<file path="src/rtl/mem_stage_lsu.sv">
// Memory-access stage of the rv32i pipeline: turns EX/MEM load/store controls into a
// valid/grant/rvalid data-memory transaction and registers the MEM/WB entry.
module mem_stage_lsu #(
  parameter int TIMEOUT_CYCLES = 16
) (
  input  logic        clk_i,
  input  logic        rst_ni,
  input  logic        ex_valid_i,
  input  logic [31:0] ex_alu_result_i,
  input  logic [31:0] ex_rs2_data_i,
  input  logic [4:0]  ex_rd_addr_i,
  input  logic        ex_regwrite_i,
  input  logic        ex_memread_i,
  input  logic        ex_memwrite_i,
  input  logic [2:0]  ex_width_i,
  input  logic        ex_wb_sel_i,
  output logic        stall_o,
  output logic        dmem_req_o,
  output logic        dmem_we_o,
  output logic [31:0] dmem_addr_o,
  output logic [3:0]  dmem_be_o,
  output logic [31:0] dmem_wdata_o,
  input  logic        dmem_gnt_i,
  input  logic        dmem_rvalid_i,
  input  logic [31:0] dmem_rdata_i,
  output logic        memwb_valid_o,
  output logic [31:0] memwb_alu_result_o,
  output logic [31:0] memwb_mem_data_o,
  output logic [4:0]  memwb_rd_addr_o,
  output logic        memwb_regwrite_o,
  output logic        memwb_wb_sel_o,
  output logic        misalign_o,
  output logic        bus_err_o
);

  typedef enum logic [1:0] {IDLE, REQ, WAIT} state_t;

  localparam int CW = $clog2(TIMEOUT_CYCLES + 1);

  state_t         state_q, state_d;
  logic [CW-1:0]  cnt_q;

  logic [31:0] op_addr_q, op_wdata_q;
  logic [3:0]  op_be_q;
  logic        op_load_q, op_regwrite_q, op_wb_sel_q;
  logic [2:0]  op_width_q;
  logic [4:0]  op_rd_q;

  logic        is_mem, is_load, width_ok, align_ok, legal, timeout_hit;
  logic [3:0]  be_in;
  logic [31:0] wdata_in, load_data;
  logic [7:0]  ld_byte;
  logic [15:0] ld_half;

  assign is_mem   = ex_valid_i & (ex_memread_i | ex_memwrite_i);
  assign is_load  = ex_memread_i;
  assign width_ok = is_load ? (ex_width_i inside {3'b000, 3'b001, 3'b010, 3'b100, 3'b101})
                            : (ex_width_i inside {3'b000, 3'b001, 3'b010});
  assign legal    = width_ok & align_ok;

  always_comb begin
    align_ok = 1'b1;
    be_in    = 4'b1111;
    wdata_in = ex_rs2_data_i;
    case (ex_width_i[1:0])
      2'b00: begin
        be_in    = 4'b0001 << ex_alu_result_i[1:0];
        wdata_in = {4{ex_rs2_data_i[7:0]}};
      end
      2'b01: begin
        align_ok = ~ex_alu_result_i[0];
        be_in    = 4'b0011 << {ex_alu_result_i[1], 1'b0};
        wdata_in = {2{ex_rs2_data_i[15:0]}};
      end
      2'b10: align_ok = (ex_alu_result_i[1:0] == 2'b00);
      default: ;
    endcase
  end

  // Lane selection uses the captured address; the response belongs to the captured op.
  always_comb begin
    case (op_addr_q[1:0])
      2'b00:   ld_byte = dmem_rdata_i[7:0];
      2'b01:   ld_byte = dmem_rdata_i[15:8];
      2'b10:   ld_byte = dmem_rdata_i[23:16];
      default: ld_byte = dmem_rdata_i[31:24];
    endcase
    ld_half = op_addr_q[1] ? dmem_rdata_i[31:16] : dmem_rdata_i[15:0];
    case (op_width_q)
      3'b000:  load_data = {{24{ld_byte[7]}}, ld_byte};
      3'b100:  load_data = {24'h0, ld_byte};
      3'b001:  load_data = {{16{ld_half[15]}}, ld_half};
      3'b101:  load_data = {16'h0, ld_half};
      default: load_data = dmem_rdata_i;
    endcase
  end

  assign timeout_hit  = (state_q == WAIT) && !dmem_rvalid_i && (cnt_q == CW'(TIMEOUT_CYCLES - 1));
  assign dmem_req_o   = (state_q == REQ);
  assign dmem_we_o    = ~op_load_q;
  assign dmem_addr_o  = {op_addr_q[31:2], 2'b00};
  assign dmem_be_o    = op_be_q;
  assign dmem_wdata_o = op_wdata_q;

  always_comb begin
    state_d = state_q;
    stall_o = 1'b0;
    case (state_q)
      IDLE: if (is_mem && legal) begin
        stall_o = 1'b1;
        state_d = REQ;
      end
      REQ: begin
        stall_o = 1'b1;
        if (dmem_gnt_i) begin
          state_d = op_load_q ? WAIT : IDLE;
          stall_o = op_load_q;
        end
      end
      WAIT: begin
        stall_o = 1'b1;
        if (dmem_rvalid_i || timeout_hit) begin
          state_d = IDLE;
          stall_o = 1'b0;
        end
      end
      default: state_d = IDLE;
    endcase
  end

  always_ff @(posedge clk_i or negedge rst_ni) begin
    if (!rst_ni) begin
      state_q       <= IDLE;
      cnt_q         <= '0;
      op_addr_q     <= '0;
      op_wdata_q    <= '0;
      op_be_q       <= '0;
      op_load_q     <= 1'b0;
      op_width_q    <= '0;
      op_rd_q       <= '0;
      op_regwrite_q <= 1'b0;
      op_wb_sel_q   <= 1'b0;
    end else begin
      state_q <= state_d;
      if (state_q == REQ && dmem_gnt_i)
        cnt_q <= '0;
      else if (state_q == WAIT)
        cnt_q <= cnt_q + 1'b1;
      if (state_q == IDLE && state_d == REQ) begin
        op_addr_q     <= ex_alu_result_i;
        op_wdata_q    <= is_load ? 32'h0 : wdata_in;
        op_be_q       <= be_in;
        op_load_q     <= is_load;
        op_width_q    <= ex_width_i;
        op_rd_q       <= ex_rd_addr_i;
        op_regwrite_q <= ex_regwrite_i;
        op_wb_sel_q   <= ex_wb_sel_i;
      end
    end
  end

  // MEM/WB register: bubbles by default, written only on a completion cycle.
  always_ff @(posedge clk_i or negedge rst_ni) begin
    if (!rst_ni) begin
      memwb_valid_o      <= 1'b0;
      memwb_alu_result_o <= '0;
      memwb_mem_data_o   <= '0;
      memwb_rd_addr_o    <= '0;
      memwb_regwrite_o   <= 1'b0;
      memwb_wb_sel_o     <= 1'b0;
      misalign_o         <= 1'b0;
      bus_err_o          <= 1'b0;
    end else begin
      memwb_valid_o    <= 1'b0;
      memwb_regwrite_o <= 1'b0;
      misalign_o       <= 1'b0;
      bus_err_o        <= 1'b0;
      case (state_q)
        IDLE: if (ex_valid_i && !(is_mem && legal)) begin
          memwb_valid_o      <= 1'b1;
          memwb_alu_result_o <= ex_alu_result_i;
          memwb_mem_data_o   <= '0;
          memwb_rd_addr_o    <= ex_rd_addr_i;
          memwb_wb_sel_o     <= ex_wb_sel_i;
          memwb_regwrite_o   <= ex_regwrite_i & ~is_mem;
          misalign_o         <= is_mem;
        end
        REQ: if (dmem_gnt_i && !op_load_q) begin
          memwb_valid_o      <= 1'b1;
          memwb_alu_result_o <= op_addr_q;
          memwb_mem_data_o   <= '0;
          memwb_rd_addr_o    <= op_rd_q;
          memwb_wb_sel_o     <= op_wb_sel_q;
        end
        WAIT: if (dmem_rvalid_i || timeout_hit) begin
          memwb_valid_o      <= 1'b1;
          memwb_alu_result_o <= op_addr_q;
          memwb_mem_data_o   <= dmem_rvalid_i ? load_data : 32'h0;
          memwb_rd_addr_o    <= op_rd_q;
          memwb_wb_sel_o     <= op_wb_sel_q;
          memwb_regwrite_o   <= dmem_rvalid_i & op_regwrite_q;
          bus_err_o          <= ~dmem_rvalid_i;
        end
        default: ;
      endcase
    end
  end

endmodule

</file>
<file path="config.mk">
export PLATFORM = sky130hd
export DESIGN_NAME = mem_stage_lsu
export DESIGN_NICKNAME = d
export VERILOG_FILES = /design/src/rtl/mem_stage_lsu.sv
export SDC_FILE = /design/constraint.sdc
export NUM_CORES = 1
export LEC_CHECK = 0
export ABC_AREA = 1
export ABC_CLOCK_PERIOD_IN_PS = 2300
export CORE_AREA = 2 2 141 129
export DETAILED_ROUTE_END_ITERATION = 10
export DIE_AREA = 0 0 143 131
export GPL_TIMING_DRIVEN = 0
export PLACE_DENSITY = 0.86
export SLEW_MARGIN = 25
export SYNTH_ARGS = -nofsm -noshare
export SYNTH_HDL_FRONTEND = slang
export SYNTH_SLANG_ARGS = --single-unit
</file>
<file path="constraint.sdc">
create_clock -name clk_i -period 2.3 [get_ports clk_i]
set_input_delay 0.46 -clock clk_i [delete_from_list [all_inputs] [get_ports clk_i]]
set_output_delay 0.46 -clock clk_i [all_outputs]
set_load 0.01 [all_outputs]
</file>
; ---- Word-level counts from Yosys, hierarchy flattened
; Index checks and enable logic that the tools add are counted.
[op_classes]
add_sub_neg = 1
eq_ne = 18
shift = 2
mux = 47
bitwise = 9
n_reduce_logical = 22
[op_table]
columns = op, n
row1 = 32-bit 2-to-1 mux, 8
row2 = 32-bit case mux with 3 select lines, 2
row3 = 32-bit case mux with 4 select lines, 1
row4 = 32-bit case mux with 2 select lines, 1
row5 = 5-bit 2-to-1 mux, 5
row6 = 8-bit case mux with 3 select lines, 1
row7 = 1-bit 2-to-1 mux, 16
row8 = 16-bit 2-to-1 mux, 1
row9 = 5-bit case mux with 3 select lines, 1
row10 = 3-bit == test (second input constant), 4
row11 = 1-bit case mux with 3 select lines, 3
row12 = 2-bit by 1-bit == test with 1-bit output (second input constant), 4
row13 = 2-bit zero test, 4
row14 = 2-bit 2-to-1 mux, 4
row15 = 4-bit case mux with 2 select lines, 1
row16 = 1-bit logical AND, 7
row17 = 2-bit == test (second input constant), 3
row18 = 3-bit by 1-bit == test with 1-bit output (second input constant), 2
row19 = 3-bit zero test, 2
row20 = 2-bit by 1-bit != test with 1-bit output (second input constant), 3
row21 = 2-bit case mux with 3 select lines, 1
row22 = 3-bit nonzero test, 2
row23 = 5-bit by 1-bit adder with 5-bit output (second input constant), 1
row24 = 5-bit by 4-bit == test with 1-bit output (second input constant), 1
row25 = 12 further kinds, 21
[word_totals]
ff_bits = 160
elab_cells = 117

; ---- Depth between registers and ports, before layout
; Gate-level depths: netlist (run 1).
[depth]
ltp_word = 9
ltp_mapped = 16
ltp_nobuf = 13

; ---- Worst setup path before layout (run 1)
; No wires, ideal clock.
[synth_timing]
kind = input-to-reg
from = in ex_width_i[1]
to = reg op_addr_q[21]
setup_time_ns = 0.116
arrival_time_ns = 2.245
t_required_ns = 2.184
slack_ns = -0.061
path_stages = 14
path_cell_list = inv_1 > clkbuf_1 > ha_1 > nor2_2 > nor2_1 > nor2_1 > nor2_1 > nand3_1 > a21oi_2 > nand2_2 > buf_4 > buf_6 > nand2_1 > nand2_1
[synth_via]
elab_chain_cells = 9
elab_cells_between_ends = 17
classes_between = eq/ne: 7 / mux: 4 / bitwise: 1 / reduce/logical: 5
[synth_lines]
columns = element, line_no
row1 = from (decl), 15  ; input logic [2:0] ex_width_i,
row2 = 3-bit by 1-bit == test with 1-bit output (tied with other cells), "57, 58"
row3 = 5-bit nonzero test or 3-bit nonzero test (tied branches), "57, 58"
row4 = 1-bit 2-to-1 mux, 57  ; assign width_ok = is_load ? (ex_width_i inside {3'b000, 3'b001, 3'b010, 3'b100, 3'b101})
row5 = 1-bit AND (*), 59  ; assign legal = width_ok & align_ok;
row6 = 1-bit logical AND (*), 109  ; IDLE: if (is_mem && legal) begin
row7 = 2-bit 2-to-1 mux (*), 109
row8 = 2-bit case mux with 3 select lines (*), 108  ; case (state_q)
row9 = via state_d[0], 40  ; state_t state_q, state_d;
row10 = 2-bit by 1-bit == test with 1-bit output (*), 149  ; if (state_q == IDLE && state_d == REQ) begin
row11 = 1-bit logical AND (*), 149
row12 = to (signal assigned), 150  ; op_addr_q <= ex_alu_result_i;
row13 = to (decl), 43  ; logic [31:0] op_addr_q, op_wdata_q;
; Mark *: on every way through the listed nets, which the timed path passes. The rest lies on a longest branch.
; A chain may end at the register's enable or synchronous reset.

; ---- Worst setup path in the final report (run 1)
[layout_timing]
from = in ex_width_i[1]
to = out stall_o
[layout_via]
elab_chain_cells = 7
elab_cells_between_ends = 15
classes_between = eq/ne: 6 / mux: 4 / bitwise: 1 / reduce/logical: 4
[layout_lines]
columns = element, line_no
row1 = 3-bit by 1-bit == test with 1-bit output (tied with other cells), "57, 58"
row2 = 5-bit nonzero test or 3-bit nonzero test (tied branches), "57, 58"
row3 = 1-bit 2-to-1 mux, 57
row4 = 1-bit AND (*), 59
row5 = 1-bit logical AND (*), 109
row6 = 1-bit 2-to-1 mux (*), 109
row7 = 1-bit case mux with 3 select lines (*), 108
row8 = to (decl), 17  ; output logic stall_o,
; Mark *: on every way between the ends. The rest lies on a longest branch, timed or not.

==> run metrics, run 1 <==
clock root buffer=clkbuf_16; GRT Total Usage=27.06%; layout cells sized above 1=about an eighth; FF/Latch Area=4004 µm²; Routability Congestion=0.9361; Util after Layout=67.53%; crit path max fanout=12; Slowest cell on crit path=ha_2; # DRC=0; area delta synth->final=46.99%; main area contributors after synthesis=dfrtp_1 (50%), nand2_1 (18%), o21ai_0 (7.4%), mux2i_1 (4.5%), buf_4 (3.6%); Die Y=131 µm; reg2reg end=memwb_alu_result_o[7]; final WL=25,610 µm; largest buffer count on any clock path=2; worst-skew pair later-pin latency=0.43 ns; Yosys top cell by area=dfrtp_1; nature of the critical path endpoint=output pin; global-route wire length before repair=39,170 µm; Vias per Instance=between 5 and 6; worst ir drop on vdd=0.8726 mV; Max Clock Freq=419.9 MHz; die width=143 µm; Tmin final=2.381 ns; Hold Vio Cnt, Final=0; CTS Buf Count=17; final std cells w/o fill=1,526; GRT overflow=0; Worst Hold Class=in2async; RR Startpoint=cnt_q[1]; area share of the largest cell type after synthesis=between 50% and 60%; Slew @ Worst Pin=0.7746 ns; Worst R2R Setup Slack=0 ns; Crit path arrival time=1.92 ns; Post-Place Setup Slack=-1.275 ns; CTS tree=built; Sw Share=40.36%; largest net degree at the start of global routing=85; DR iter-0 viols=555; Clock power frac=18.7%; Clock Skew=0.01002 ns; Reg power frac=~29%; Crit path largest cell delay=roughly 0.25 ns; Multi-input gate area=between 3000 and 4000 µm²; PwrDens=1370 nW/µm²; final worst slack=-0.08136 ns; placed cells=roughly 1.5k; Post-Place Cell Area=10,840 µm²; Tcrit/Tclk final=103.5%; IO buf count=254; Post-CTS Hold Fix Bufs=0; Fillers=~1.4k; Clock Sinks=160; drt wl/cell=16.79 µm; commonest non-fill, non-tap cell in the layout=nand2_1; Cells after Synth=987; NetSw=6469 µW; CTS clk-pin slew, worst paths=0.07 ns; Crit path required time=1.84 ns; count of cell types in the netlist=33; worst-path cell chain=buf_2 -> inv_4 -> clkbuf_8 -> ha_2 -> nor2_4 -> nor2_1 -> nor2_1 -> nor2_1 -> nand3_2 -> a31oi_1 -> buf_2; nets=1,396; post-synthesis sequential area ratio=50.31%; most used cell, CP=nor2_1; Final setup viols=1; row count=46; initial antenna violation count=0; synth warn=0; crit path launch type=input port; die area=18,730 µm²; leading cell types in the layout, fill and taps excluded=nand2_1 (384), clkdlybuf4s50_1 (250), dfrtp_1 (160), o21ai_0 (113), buf_4 (49); final setup TNS=-0.08136 ns; Internal=9558 µW; total I/O pin count=258; critical path type=in2out; max_cap viols=0; run status=complete, but fails checks; antenna-violating nets left=0; Core ar.=17,320 µm²; mapped cell area=slightly below 8000 µm²; Gate power share=52.2%; via count=between 7k and 8k; Final HPWL DP=18,420 µm; reg2reg path depth=13; final instance area=about 12,000 µm²; antenna fix cells=0; LEAKAGE=0.005573 µW; Synth Register Bits=160; DRT Pass-1 Iters=5; Mean Syn Cell Area=just over 8 µm²; Starting Density=between 40 and 50%; number of global-route vias before repair=7,617; Slew Limit Fails=0; Slew HR=about half; RSZ-0062 raised after global routing=yes; failing checks=setup timing; H-tree depth=4
## power groups by stage
stage / Combinational, µW / Sequential [µW] / Clock [µW]
finish: 8360 / 4670 / 3000
global route: 9210 / 4780 / 3140
CTS: 8030 / 4650 / 3030
detailed placement: 7930 / 4670 / 0
global placement: 7750 / 4670 / 0
floorplan: 4120 / 4870 / 0
## per-layer routing
| layer | part of all wire (%) | vias up | GRT usage (%) |
|---|---|---|---|
| li1 | - | 3705 | - |
| met1 | 40 | 3684 | 34.09 |
| met2 | 48 | 369 | 44.95 |
| met3 | 9.4 | 45 | 8.017 |
| met4 | 2.1 | 0 | 9.086 |
| met5 | 0 | - | 0 |
## synthesized netlist by cell type, drive strengths merged
master,number
nand2,392
dfrtp,160
o21ai,122
buf,62
nor2,48
inv,42
mux2i,36
nand3,35
clkbuf,23
a21oi,20
or2,13
ha,10
a211oi,8
nor3,4
a31oi,3
o211ai,2
o22ai,2
clkinv,1
conb,1
nand3b,1
o21a,1
o31ai,1
## per-stage QoR
step | power [µW] | hold slack (ns)
after floorplan | 8990 | 0.1644
after global placement | 12420 | 0.4542
after detailed placement | 12600 | 0.4578
after CTS | 15720 | 0.02482
after global routing | 17140 | 0.05442
final | 16030 | 0.003932
## worst max-delay path, delay by kind of cell
kind / cells / cell delay [ns]
AO/OA/AOI/OAI: 1 / 0.19
buffers and inverters: 4 / 0.54
AND/OR/NAND/NOR: 5 / 0.47
adder cells (fa/ha/maj): 1 / 0.25
## registers in the layout (all words and copies together), names as in the netlist, 4 cells and up
name / cells
dmem_wdata_o: 32
memwb_alu_result_o: 32
memwb_mem_data_o: 32
op_addr_q: 32
cnt_q: 5
memwb_rd_addr_o: 5
op_rd_q: 5
dmem_be_o: 4
## how the worst max path moves through the flow
stage | startpoint | to | slack (ns) | depth (start not counted)
finish | ex_width_i[1] | stall_o | -0.08 | 11
global route | ex_width_i[1] | stall_o | -0.18 | 11
CTS | cnt_q[0] | stall_o | -0.006 | 8
detailed placement | ex_width_i[1] | stall_o | -1.28 | 11
global placement | rst_ni | memwb_mem_data_o[0] | -5.86 | 1
floorplan | ex_width_i[1] | op_addr_q[21] | 0.08 | 14
## final cells by class
cell class                      instances  share of cell area, %
Clock inverter                         15                  1.722
Inverter                               43                  1.401
Sequential cell                       160                  34.22
Buffer                                 84                  4.984
Timing Repair Buffer                  267                  22.79
Clock buffer                           17                  3.636
Tap cell                              240                  2.567
Multi-Input combinational cell        700                  28.67
## what timing repair did
item,4_1_cts,5_1_grt
pin swaps,5,1
cloned,0,1
setup buffers,4,7
gates resized for setup,24,56
endpoints found under the setup margin,151,149
## logic make-up (layout without fill, tap and decap cells)
kind of cell | count (synthesis) | after routing | synth area share, %
simple gates | 493 | 493 | 24.73
buf+inv | 128 | 426 | 8.316
compound gates | 159 | 159 | 10.50
flops | 160 | 160 | 50.31
mux | 36 | 36 | 4.528
fa+ha+maj | 10 | 10 | 1.572
other cells | 1 | 2 | 0.04712
Note: power is estimated with default switching activity, not from simulation.
==> run 2, diff against run 1 <==
==> constraint.sdc (replaced) <==
create_clock -name clk_i -period 2.3 [get_ports clk_i]
set_input_delay 0.69 -clock clk_i [delete_from_list [all_inputs] [get_ports clk_i]]
set_output_delay 0.69 -clock clk_i [all_outputs]
set_load 0.01 [all_outputs]
==> run 2 against run 1 <==
Setup slack worse by 0.23 ns. Sequential power hardly changed. The run still ends with setup timing left. Global-route usage hardly changed. Count of clock-buffer cells in the layout rose by 1. Largest cell class unchanged. Clock skew up 0.0028 ns. Non-clock buffer count is 8 higher. Die area unchanged.
==> run metrics, run 2 (same netlist as run 1, synthesis figures left out) <==
critical path type=in2out; nets=1,404 (+0.57%); IO buf count=254 (unchanged); antenna fix cells=0 (unchanged); Sw Share=40.84% (+0.47 points); Slowest cell on crit path=ha_4; NetSw=6442 µW (-0.42%); Tmin final=2.615 ns (+0.2333 ns); CTS tree=built; Crit path largest cell delay=0.22 ns (-0.03 ns); Post-Place Setup Slack=-1.562 ns (-0.2873 ns); area delta synth->final=47.57%; total I/O pin count=258 (unchanged); die width=143 µm (unchanged); final WL=25,640 µm (+0.10%); Slew HR=48.72% (+0.37 points); max_cap viols=0 (unchanged); nature of the critical path endpoint=output pin; Starting Density=45.94% (unchanged); PwrDens=1343 nW/µm² (-2.0%); global-route wire length before repair=38,970 µm (-0.51%); Slew @ Worst Pin=0.7691 ns (-0.005492 ns); CTS clk-pin slew, worst paths=0.08 ns (about the same); Final setup viols=26 (+25); drt wl/cell=16.71 µm (-0.42%); Slew Limit Fails=0 (unchanged); Clock power frac=17.8% (-0.9 points); RSZ-0062 raised after global routing=yes; run status=complete, but fails checks; Core ar.=17,320 µm² (unchanged); Die Y=131 µm (unchanged); Routability Congestion=0.8946 (-4.4%); Reg power frac=29.7% (+0.6 points); Crit path required time=1.61 ns (-0.23 ns); die area=18,730 µm² (unchanged); Final HPWL DP=18,690 µm (+1.5%); Worst Hold Class=in2async; initial antenna violation count=1 (+1); worst-skew pair later-pin latency=0.43 ns (about the same); # DRC=0 (unchanged); Post-Place Cell Area=10,910 µm² (+0.62%); LEAKAGE=0.005577 µW (about the same); placed cells=1,483 (unchanged); crit path max fanout=5 (-7); reg2reg path depth=14 (+1); largest buffer count on any clock path=2 (unchanged); Max Clock Freq=382.5 MHz (-8.9%); DRT Pass-1 Iters=4 (-1); leading cell types in the layout, fill and taps excluded=nand2_1 (383), clkdlybuf4s50_1 (247), dfrtp_1 (160), o21ai_0 (118), buf_4 (57); failing checks=setup timing; largest net degree at the start of global routing=88 (+3.5%); Crit path arrival time=1.92 ns (about the same); worst-path cell chain=buf_8 -> clkinvlp_4 -> clkbuf_16 -> ha_4 -> nand2_1 -> nand3_1 -> nor2_2 -> nand3_2 -> a31oi_2 -> buf_2; GRT overflow=0 (unchanged); commonest non-fill, non-tap cell in the layout=nand2_1; Internal=9333 µW (-2.4%); Clock Sinks=160 (unchanged); number of global-route vias before repair=7,503 (-1.5%); crit path launch type=input port; Tcrit/Tclk final=113.7% (+10 points); clock root buffer=clkbuf_16; layout cells sized above 1=12.36% (+0.39 points); Hold Slack=0.2409 ns (+0.2369 ns); Gate power share=52.5% (+0.3 points); CTS Buf Count=17 (unchanged); Post-CTS Hold Fix Bufs=0 (unchanged); Clock Skew=0.01287 ns (+0.002849 ns); H-tree depth=4 (unchanged); antenna-violating nets left=0 (unchanged); via count=7,848 (+0.58%); GRT Total Usage=27.10% (+0.036 points); final worst slack=-0.3147 ns (-0.2333 ns); worst ir drop on vdd=0.7275 mV (-17%); final setup TNS=-1.250 ns (-1.168 ns); final instance area=11,750 µm² (+0.40%); final std cells w/o fill=1,534 (+0.52%); row count=46 (unchanged); Vias per Instance=5.116 (about the same); Hold Vio Cnt, Final=0 (unchanged); DR iter-0 viols=452 (-19%)
-- run 2: path summary, 6_finish.rpt --
kind                                       start                endpoint  slack (ns)
worst max-delay path               ex_width_i[1]                 stall_o       -0.31
worst min-delay path                      rst_ni  memwb_alu_result_o[25]        0.24
worst max register to register          cnt_q[0]   memwb_alu_result_o[2]       -0.07
worst min register to register  dmem_wdata_o[18]        dmem_wdata_o[18]        0.47
max in group asynchronous                 rst_ni         dmem_wdata_o[7]        1.21
min in group clk_i              dmem_wdata_o[18]        dmem_wdata_o[18]        0.47
-- run 2: area by class of cell --
cell class                      instances  area, µm²
Clock inverter                         14      147.6
Sequential cell                       160       4004
Buffer                                 85      565.5
Multi-Input combinational cell        700       3386
Clock buffer                           18      439.2
Fill cell                            1381       5579
Timing Repair Buffer                  274       2734
Inverter                               43      168.9
Tap cell                              240      300.3
-- run 2: power groups by stage --
stage | combinational [µW] | sequential (µW) | clock [µW]
2_1_floorplan | 4150 | 4870 | 0
3_3_place_gp | 7780 | 4670 | 0
3_5_place_dp | 7960 | 4690 | 0
4_1_cts | 8040 | 4670 | 2840
5_1_grt | 9110 | 4800 | 2950
6_report | 8290 | 4680 | 2800
-- run 2: per-layer routing --
| metal | share of wire (%) | global-route usage [%] | wire length [µm] |
|---|---|---|---|
| met4 | 2.1 | 8.561 | 541 |
| met3 | 8.9 | 7.106 | 2276 |
| met1 | 42 | 34.29 | 10650 |
| met2 | 47 | 45.82 | 12160 |
| met5 | 0.051 | 0 | 13 |
-- run 2: critical path, delay by kind of cell --
kind / cells / cell delay (ns)
buffers and inverters: 4 / 0.49
adder cells (fa/ha/maj): 1 / 0.22
AO/OA/AOI/OAI: 1 / 0.18
AND/OR/NAND/NOR: 4 / 0.34
-- run 2: repair_timing --
action | CTS | global route
gates resized for setup | 31 | 21
pin swaps | 6 | 7
gates cloned | 0 | 1
endpoints found under the setup margin | 155 | 149
setup buffers | 7 | 11
-- run 2: per-stage QoR --
| stage | power [µW] | util (%) |
|---|---|---|
| floorplan | 9015 | - |
| global placement | 12450 | 62.77 |
| CTS | 15550 | 66.86 |
| detailed placement | 12650 | 62.96 |
| finish | 15780 | 67.80 |
| global route | 16860 | 67.80 |
